$ cat config.mk
export PLATFORM = sky130hd
export DESIGN_NAME = mux4_rr_arbiter
export DESIGN_NICKNAME = d
export VERILOG_FILES = /design/src/rtl/mux4_rr_arbiter.sv
export SDC_FILE = /design/constraint.sdc
export NUM_CORES = 1
export LEC_CHECK = 0
export ABC_AREA = 1
export CORE_UTILIZATION = 25
export CTS_CLUSTER_DIAMETER = 40
export CTS_CLUSTER_SIZE = 25
export DETAILED_ROUTE_END_ITERATION = 12
export HOLD_SLACK_MARGIN = 0.12
export PLACE_DENSITY = 0.61
export SETUP_SLACK_MARGIN = 0.2
export SYNTH_ARGS = -nofsm -noshare
export SYNTH_HDL_FRONTEND = slang
export SYNTH_SLANG_ARGS = --single-unit
export TNS_END_PERCENT = 30
$ cat constraint.sdc
create_clock -name clk -period 1.6 [get_ports clk]
set_input_delay 0.32 -clock clk [delete_from_list [all_inputs] [get_ports clk]]
set_output_delay 0.32 -clock clk [all_outputs]
set_load 0.01 [all_outputs]
$ cat src/rtl/mux4_rr_arbiter.sv
// Round-robin arbiter/sequencer for an external 4:1 mux: grants one requester, registers the
// mux output and hands it downstream over valid/ready. Define ARB_BURST_EN for burst re-grants.
module mux4_rr_arbiter #(
    parameter int unsigned DATA_WIDTH = 32,
    parameter int unsigned BURST_LEN  = 4
) (
    input  logic                  clk,
    input  logic                  rst_n,
    input  logic [3:0]            req,
    output logic [1:0]            sel,
    input  logic [DATA_WIDTH-1:0] mux_o,
    output logic [3:0]            ack,
    output logic [DATA_WIDTH-1:0] out_data,
    output logic                  out_valid,
    input  logic                  out_ready,
    output logic                  busy
);

    typedef enum logic [1:0] {
        StIdle,
        StSelect,
        StValid
    } state_e;

    if (BURST_LEN < 2 || BURST_LEN > 16) begin : g_burst_len_check
        $error("BURST_LEN must be in 2..16");
    end

    state_e                  state_q, state_d;
    logic [1:0]              sel_q, sel_d;
    logic [3:0]              gnt_q, gnt_d;
    logic [DATA_WIDTH-1:0]   out_data_q, out_data_d;
    logic                    out_valid_q, out_valid_d;
    logic [1:0]              last_q, last_d;
    logic [1:0]              rr_winner;
    logic                    handshake;

    // First requester found scanning from the one after the last winner.
    always_comb begin
        logic       found;
        logic [1:0] idx;
        rr_winner = last_q;
        found     = 1'b0;
        for (int i = 1; i <= 4; i++) begin
            idx = last_q + 2'(i);
            if (req[idx] && !found) begin
                rr_winner = idx;
                found     = 1'b1;
            end
        end
    end

    assign handshake = out_valid_q & out_ready;

`ifdef ARB_BURST_EN
    logic [3:0] beat_cnt_q, beat_cnt_d;
    logic       burst_regrant;

    assign burst_regrant = req[last_q] && (beat_cnt_q < 4'(BURST_LEN - 1));

    always_comb begin
        beat_cnt_d = beat_cnt_q;
        if (state_q == StIdle) begin
            if (!req[last_q]) begin
                beat_cnt_d = '0;
            end else if (|req) begin
                beat_cnt_d = burst_regrant ? beat_cnt_q + 4'd1 : '0;
            end
        end
    end

    always_ff @(posedge clk or negedge rst_n) begin
        if (!rst_n) begin
            beat_cnt_q <= '0;
        end else begin
            beat_cnt_q <= beat_cnt_d;
        end
    end
`else
    logic burst_regrant;

    assign burst_regrant = 1'b0;
`endif

    // State register.
    always_ff @(posedge clk or negedge rst_n) begin
        if (!rst_n) begin
            state_q <= StIdle;
        end else begin
            state_q <= state_d;
        end
    end

    // Next-state logic.
    always_comb begin
        state_d = state_q;
        unique case (state_q)
            StIdle: begin
                if (|req) begin
                    state_d = StSelect;
                end
            end
            StSelect: state_d = StValid;
            StValid: begin
                if (handshake) begin
                    state_d = StIdle;
                end
            end
            default: state_d = StIdle;
        endcase
    end

    // Datapath next-state: grant, capture, release.
    always_comb begin
        logic [1:0] winner;
        sel_d       = sel_q;
        gnt_d       = gnt_q;
        out_data_d  = out_data_q;
        out_valid_d = out_valid_q;
        last_d      = last_q;
        winner      = burst_regrant ? last_q : rr_winner;
        unique case (state_q)
            StIdle: begin
                if (|req) begin
                    sel_d = winner;
                    gnt_d = 4'b0001 << winner;
                end
            end
            StSelect: begin
                out_data_d  = mux_o;
                out_valid_d = 1'b1;
            end
            StValid: begin
                if (handshake) begin
                    out_valid_d = 1'b0;
                    last_d      = sel_q;
                    gnt_d       = '0;
                end
            end
            default: begin
                out_valid_d = 1'b0;
                gnt_d       = '0;
            end
        endcase
    end

    always_ff @(posedge clk or negedge rst_n) begin
        if (!rst_n) begin
            sel_q       <= '0;
            gnt_q       <= '0;
            out_data_q  <= '0;
            out_valid_q <= 1'b0;
            last_q      <= 2'd3;
        end else begin
            sel_q       <= sel_d;
            gnt_q       <= gnt_d;
            out_data_q  <= out_data_d;
            out_valid_q <= out_valid_d;
            last_q      <= last_d;
        end
    end

    // Outputs.
    always_comb begin
        ack       = gnt_q & {4{handshake}};
        busy      = (state_q != StIdle);
        sel       = sel_q;
        out_data  = out_data_q;
        out_valid = out_valid_q;
    end

endmodule

==> After elaboration in Yosys (flattened, before gate mapping) <==
Cells that the tools add are included.
{ "totals": {"output_inout_bits": 40, "register_bits": 43} }
{ "op_classes": {"muxes": 23, "reduce_logical": 14, "eq_ne": 4, "magnitude_cmp": 4, "n_bitwise": 4, "shifts": 1, "add_sub_neg": 3} }
{ "ops": {"columns": ["op", "count"], "rows": [
  ["2-bit by 3-bit less-than comparator with 1-bit output (second input constant)", 4],
  ["2-bit 2-to-1 mux", 6],
  ["4-bit case mux with 3 select lines", 1],
  ["1-bit binary-select mux with 2-bit select", 4],
  ["1-bit 2-to-1 mux", 8],
  ["4-bit 2-to-1 mux", 2],
  ["2-bit AND reduction", 4],
  ["2-bit case mux with 3 select lines", 1],
  ["2-bit adder (second input constant)", 2],
  ["4-bit bitwise AND", 1],
  ["2-bit inequality test (second input constant)", 2],
  ["4-bit OR reduction", 1],
  ["1-bit by 2-bit left shift with 4-bit output (first input constant)", 1],
  ["1-bit logical AND", 3],
  ["1-bit zero test", 3],
  ["1-bit case mux with 3 select lines", 1],
  ["3-bit AND reduction", 1],
  ["2-bit by 1-bit adder with 2-bit output (second input constant)", 1],
  ["2-bit by 1-bit equality test with 1-bit output (second input constant)", 1],
  ["2-bit equality test (second input constant)", 1],
  ["2-bit zero test", 1],
  ["1-bit inverter", 2],
  ["2-bit nonzero test", 1],
  ["1-bit bitwise AND", 1]
]} }

==> Longest topological paths before layout <==
{ "logic_depth": {"ltp_word": 16, "depth_mapped": 13, "depth_no_buf": 12} }

==> Worst setup path after synthesis <==
No wires, ideal clock.
{ "synth_path": {"kind": "register to register", "startpoint": "reg last_q[0]", "endpoint": "reg gnt_q[2]", "setup_ps": 116, "synth_period_minus_slack_ps": 1494, "t_required_ps": 1484, "path_buffers": 1, "stages_incl_launch_ff": 13, "arrival_time_ps": 1378, "path_slack_ps": 106, "cell_sequence": "dfstp_2 > buf_6 > inv_8 > nand2_1 > nand2_1 > nand2_2 > nand2_4 > o21ai_1 > nand2_1 > nand2_1 > nand2_1 > nand2_1 > nand2_1"} }
{ "synth_between": {"elab_chain_cells": 16} }
{ "synth_rtl": {"columns": ["element", "line_no", "source"], "rows": [
  ["from (decl)", "34", "logic [1:0] last_q, last_d;"],
  ["from (signal assigned)", "159", "last_q <= last_d;"],
  ["2-bit by 1-bit adder with 2-bit output", "45", "idx = last_q + 2'(i);"],
  ["1-bit binary-select mux with 2-bit select", "46", "if (req[idx] && !found) begin"],
  ["1-bit 2-to-1 mux (implied by the code)", "46", null],
  ["1-bit 2-to-1 mux", "46", null],
  ["1-bit zero test", "46", null],
  ["1-bit logical AND", "46", null],
  ["1-bit 2-to-1 mux", "46", null],
  ["1-bit zero test", "46", null],
  ["1-bit logical AND", "46", null],
  ["1-bit 2-to-1 mux", "46", null],
  ["1-bit zero test", "46", null],
  ["1-bit logical AND", "46", null],
  ["2-bit 2-to-1 mux (*)", "46", null],
  ["1-bit by 2-bit left shift with 4-bit output (*)", "126", "gnt_d = 4'b0001 << winner;"],
  ["4-bit 2-to-1 mux (*)", "124", "if (|req) begin"],
  ["4-bit case mux with 3 select lines (*)", "122", "unique case (state_q)"],
  ["to (signal assigned)", "156", "gnt_q <= gnt_d;"],
  ["to (decl)", "31", "logic [3:0] gnt_q, gnt_d;"]
]} }
Every way passes the cells marked *; elsewhere a longest branch is shown, timed or not. The select of a mux whose other input is x is not followed.
A chain may end at the register's enable or synchronous reset.

==> Worst setup path in the final report <==
Same ends and word-level chain as after synthesis.

==> impl_metrics.csv <==
group,metric,value,unit
logic_synthesis,synth_ff_type,"dfrtp_1",
global_route,antenna_found_initial,0,
run,max-cap-violations,0,
drt,wl_per_cell,12.0,microns
sta,worst_slew_pin_slew,0.395,ns
sta,hold_slack,0.480,ns
placement,place.gp.congestion,0.744,
logic_synthesis,syn_nets,229,
cts,cts_tree,"yes",
floorplan,core_area,0.00745,sq mm
worst_hold_path,hold_class,"in -> async",
cts,clkTransAtPathRegs,0.08,ns
floorplan,die-area,0.00824,sq mm
logic_synthesis,ys_seq_area_frac,0.548,
sta,layout_setup_ws,-0.0601,ns
setup_path,slowest_delay,0.69,ns
drt,drtIter0Drc,41,
cts,numCtsBuffers,5,
sta,rsz0062_at_grt,"true",
setup_path,cpMostUsedCell,"nand2_2",
logic_synthesis,synth_edf_count,0,
sta,slew_headroom,0.737,
sta,fmax,602,MHz
power_and_ir_drop,leakage,1.53,nW
global_route,grt_usage,0.120,
power_and_ir_drop,vdd_drop_max,0.914,mV
logic_synthesis,ys_seq_elements,43,
global_route,grt_pass1_wl,7880,microns
setup_path,crit_path_end_kind,"flip-flop",
placement,place_area,0.00295,sq mm
drt,drcViolationCount,0,
global_route,grt_max_degree,22,
cts,worstSkewPairLatency,0.29,ns
sta,fin_crit,1.66,ns
drt,drt-vias-per-instance,4.23,
cts,htreeDepth,2,
drt,drtPass1Iterations,4,
placement,port_buffers,78,
logic_synthesis,yosys_warnings,0,
logic_synthesis,synth.avg_cell_area,10.4,sq um
floorplan,start_util,0.264,
cells_and_area,layout-drive-gt1-share,0.352,
cts,cts_root_buffer,"clkbuf_8",
logic_synthesis,synth_area,0.00197,sq mm
global_route,grt_pass1_vias,1735,
drt,routed_wl,4710,microns
run_status,status,"complete, but fails checks",
cells_and_area,final_util,0.428,
setup_path,worstPathArrival,1.89,ns
drt,dr_total_vias,1658,
floorplan,pin_count,79,
cells_and_area,n_antenna_cell,0,
sta,setup_viol,6,
setup_path,worstPathRequired,1.83,ns
logic_synthesis,ys_types,22,
sta,period_share,1.04,
power_and_ir_drop,power_density,1970,mW/mm^2
cells_and_area,final_nets,331,
floorplan,die_y,90.8,microns
cts,clock-sinks,43,
setup_path,path_buf_inv,2,
cts,clk_path_buf_depth,2,
sta,finalHoldViolCount,0,
setup_path,crit_type,"reg -> reg",
placement,place_ws,-0.329,ns
logic_synthesis,postSynthCellCount,190,
setup_path,critPathLaunchType,"flip-flop",
logic_synthesis,ys_async_sr_fraction,1.00,
drt,ant_nets,0,
sta,finClkSkew,0.00751,ns
placement,dpl.hpwl,3450,microns
cells_and_area,finalInstanceArea,0.00318,sq mm
global_route,gr-total-overflow,0,
run_status,violations,"setup timing",
setup_path,crit_family,"simple AND/OR/NAND/NOR gates",
sta,drv_slew,0,
setup_path,worstPathMaxFanout,8,
floorplan,die_w,90.8,microns
cells_and_area,area_growth,61.7,%
setup_path,path_cells,"inv_8, nand2_2, nand2_2, nand2_4, nand2_4, clkinv_4, nand3_4, nand2_2, nand2_2, nor2_4, nand2_1, nand2_1",
floorplan,fp-row-count,31,
setup_path,worst_path_max_delay_cell,"dfstp_2",
cells_and_area,num-fill-cells,738,
## synth_stat cells (2+ instances only)
cell,instances,area share
nand2_1,55,0.10
nor2_2,2,0.0064
nand4_1,2,0.0064
mux2_2,32,0.18
nand3_1,9,0.023
buf_2,4,0.010
inv_1,14,0.027
dfstp_2,2,0.027
a21oi_1,2,0.0051
nand2_4,2,0.011
nor2_1,11,0.021
dfrtp_1,41,0.52
nand2_2,5,0.016
## metal layers
layer	GRT usage	vias up	wire, microns
met5	0	-	0
met4	0.0296	0	14
met3	0.0497	2	379
met2	0.206	47	2500
met1	0.136	797	1820
li1	-	812	-
## metrics by stage
stage                     total power [mW]  cells  TNS, ns
after floorplan                       3.93    190        0
after global placement                5.46    373    -2.01
after detailed placement              5.53    373    -2.19
final                                 6.29    392   -0.226
after global routing                  6.80    392   -0.914
after CTS                             6.19    389   -0.209
## path summary, 6_finish.rpt
path                                  startpoint  depth (start not counted)                  endpoint  slack, ns
hold reg to reg             gnt_q[0]$_DFFE_PN0P_                          2      gnt_q[0]$_DFFE_PN0P_       0.48
setup reg to reg           last_q[0]$_DFFE_PN1P_                         12      gnt_q[2]$_DFFE_PN0P_      -0.06
min in group clk            gnt_q[0]$_DFFE_PN0P_                          2      gnt_q[0]$_DFFE_PN0P_       0.48
setup / recovery           last_q[0]$_DFFE_PN1P_                         12      gnt_q[2]$_DFFE_PN0P_      -0.06
hold / removal                             rst_n                          2  out_data[26]$_DFFE_PN0P_       0.48
max in group asynchronous                  rst_n                          3      gnt_q[0]$_DFFE_PN0P_       0.67
## repair_timing
item / 4_1_cts / 5_1_grt
resized for setup: 73 / 20
pin swaps: 14 / 11
endpoints found under the setup margin: 48 / 44
hold buffers: 1 / 0
endpoints found under the hold margin: 12 / 0
buffers inserted: 7 / 3
## sequential cells by signal, indices dropped and copies added, names as in the netlist
| signal | count |
|---|---|
| state_q | 2 |
| out_data | 32 |
| out_valid | 1 |
| sel | 2 |
| last_q | 2 |
| gnt_q | 4 |
## logic make-up (layout without fill, tap and decap cells)
| family | Yosys count | in the layout | share of synthesized area |
|---|---|---|---|
| multiplexers | 32 | 32 | 0.183 |
| buffers and inverters | 22 | 125 | 0.0546 |
| AO/OA/AOI/OAI | 5 | 5 | 0.0140 |
| flip-flops | 43 | 43 | 0.548 |
| AND/OR/NAND/NOR | 88 | 88 | 0.201 |
## layout by cell type (no fill, tap or decap), types with 2 or more instances in the layout
cell type        Yosys  routed
a21oi_1              2       2
buf_12               0       2
buf_2                4       3
buf_4                0      16
buf_6                1       5
clkbuf_8             0       5
clkdlybuf4s50_1      0      36
dfrtp_1             41      41
dfstp_2              2       2
dlygate4sd2_1        0      36
inv_1               14      14
mux2_2              32      31
nand2_1             55      41
nand2_2              5      13
nand2_4              2       8
nand3_1              9       8
nand4_1              2       2
nor2_1              11       6
nor2_2               2       4
nor2_4               0       3
## cell type report
cell class,instances,area (sq um),area share
clock buffers,6,72.6,0.0228
clock inverters,2,12.5,0.00393
inverters,17,76.3,0.0240
multi-input cells,125,898,0.282
flip-flops and latches,43,1080,0.339
well taps,99,124,0.0389
repair buffers,100,922,0.290
## power by group
part	switching, mW	internal (mW)	total (mW)
sequential	0.319	1.65	1.97
clock	0.361	0.305	0.667
combinational	1.80	1.85	3.65
No activity file was read; power rests on OpenSTA's default activity.
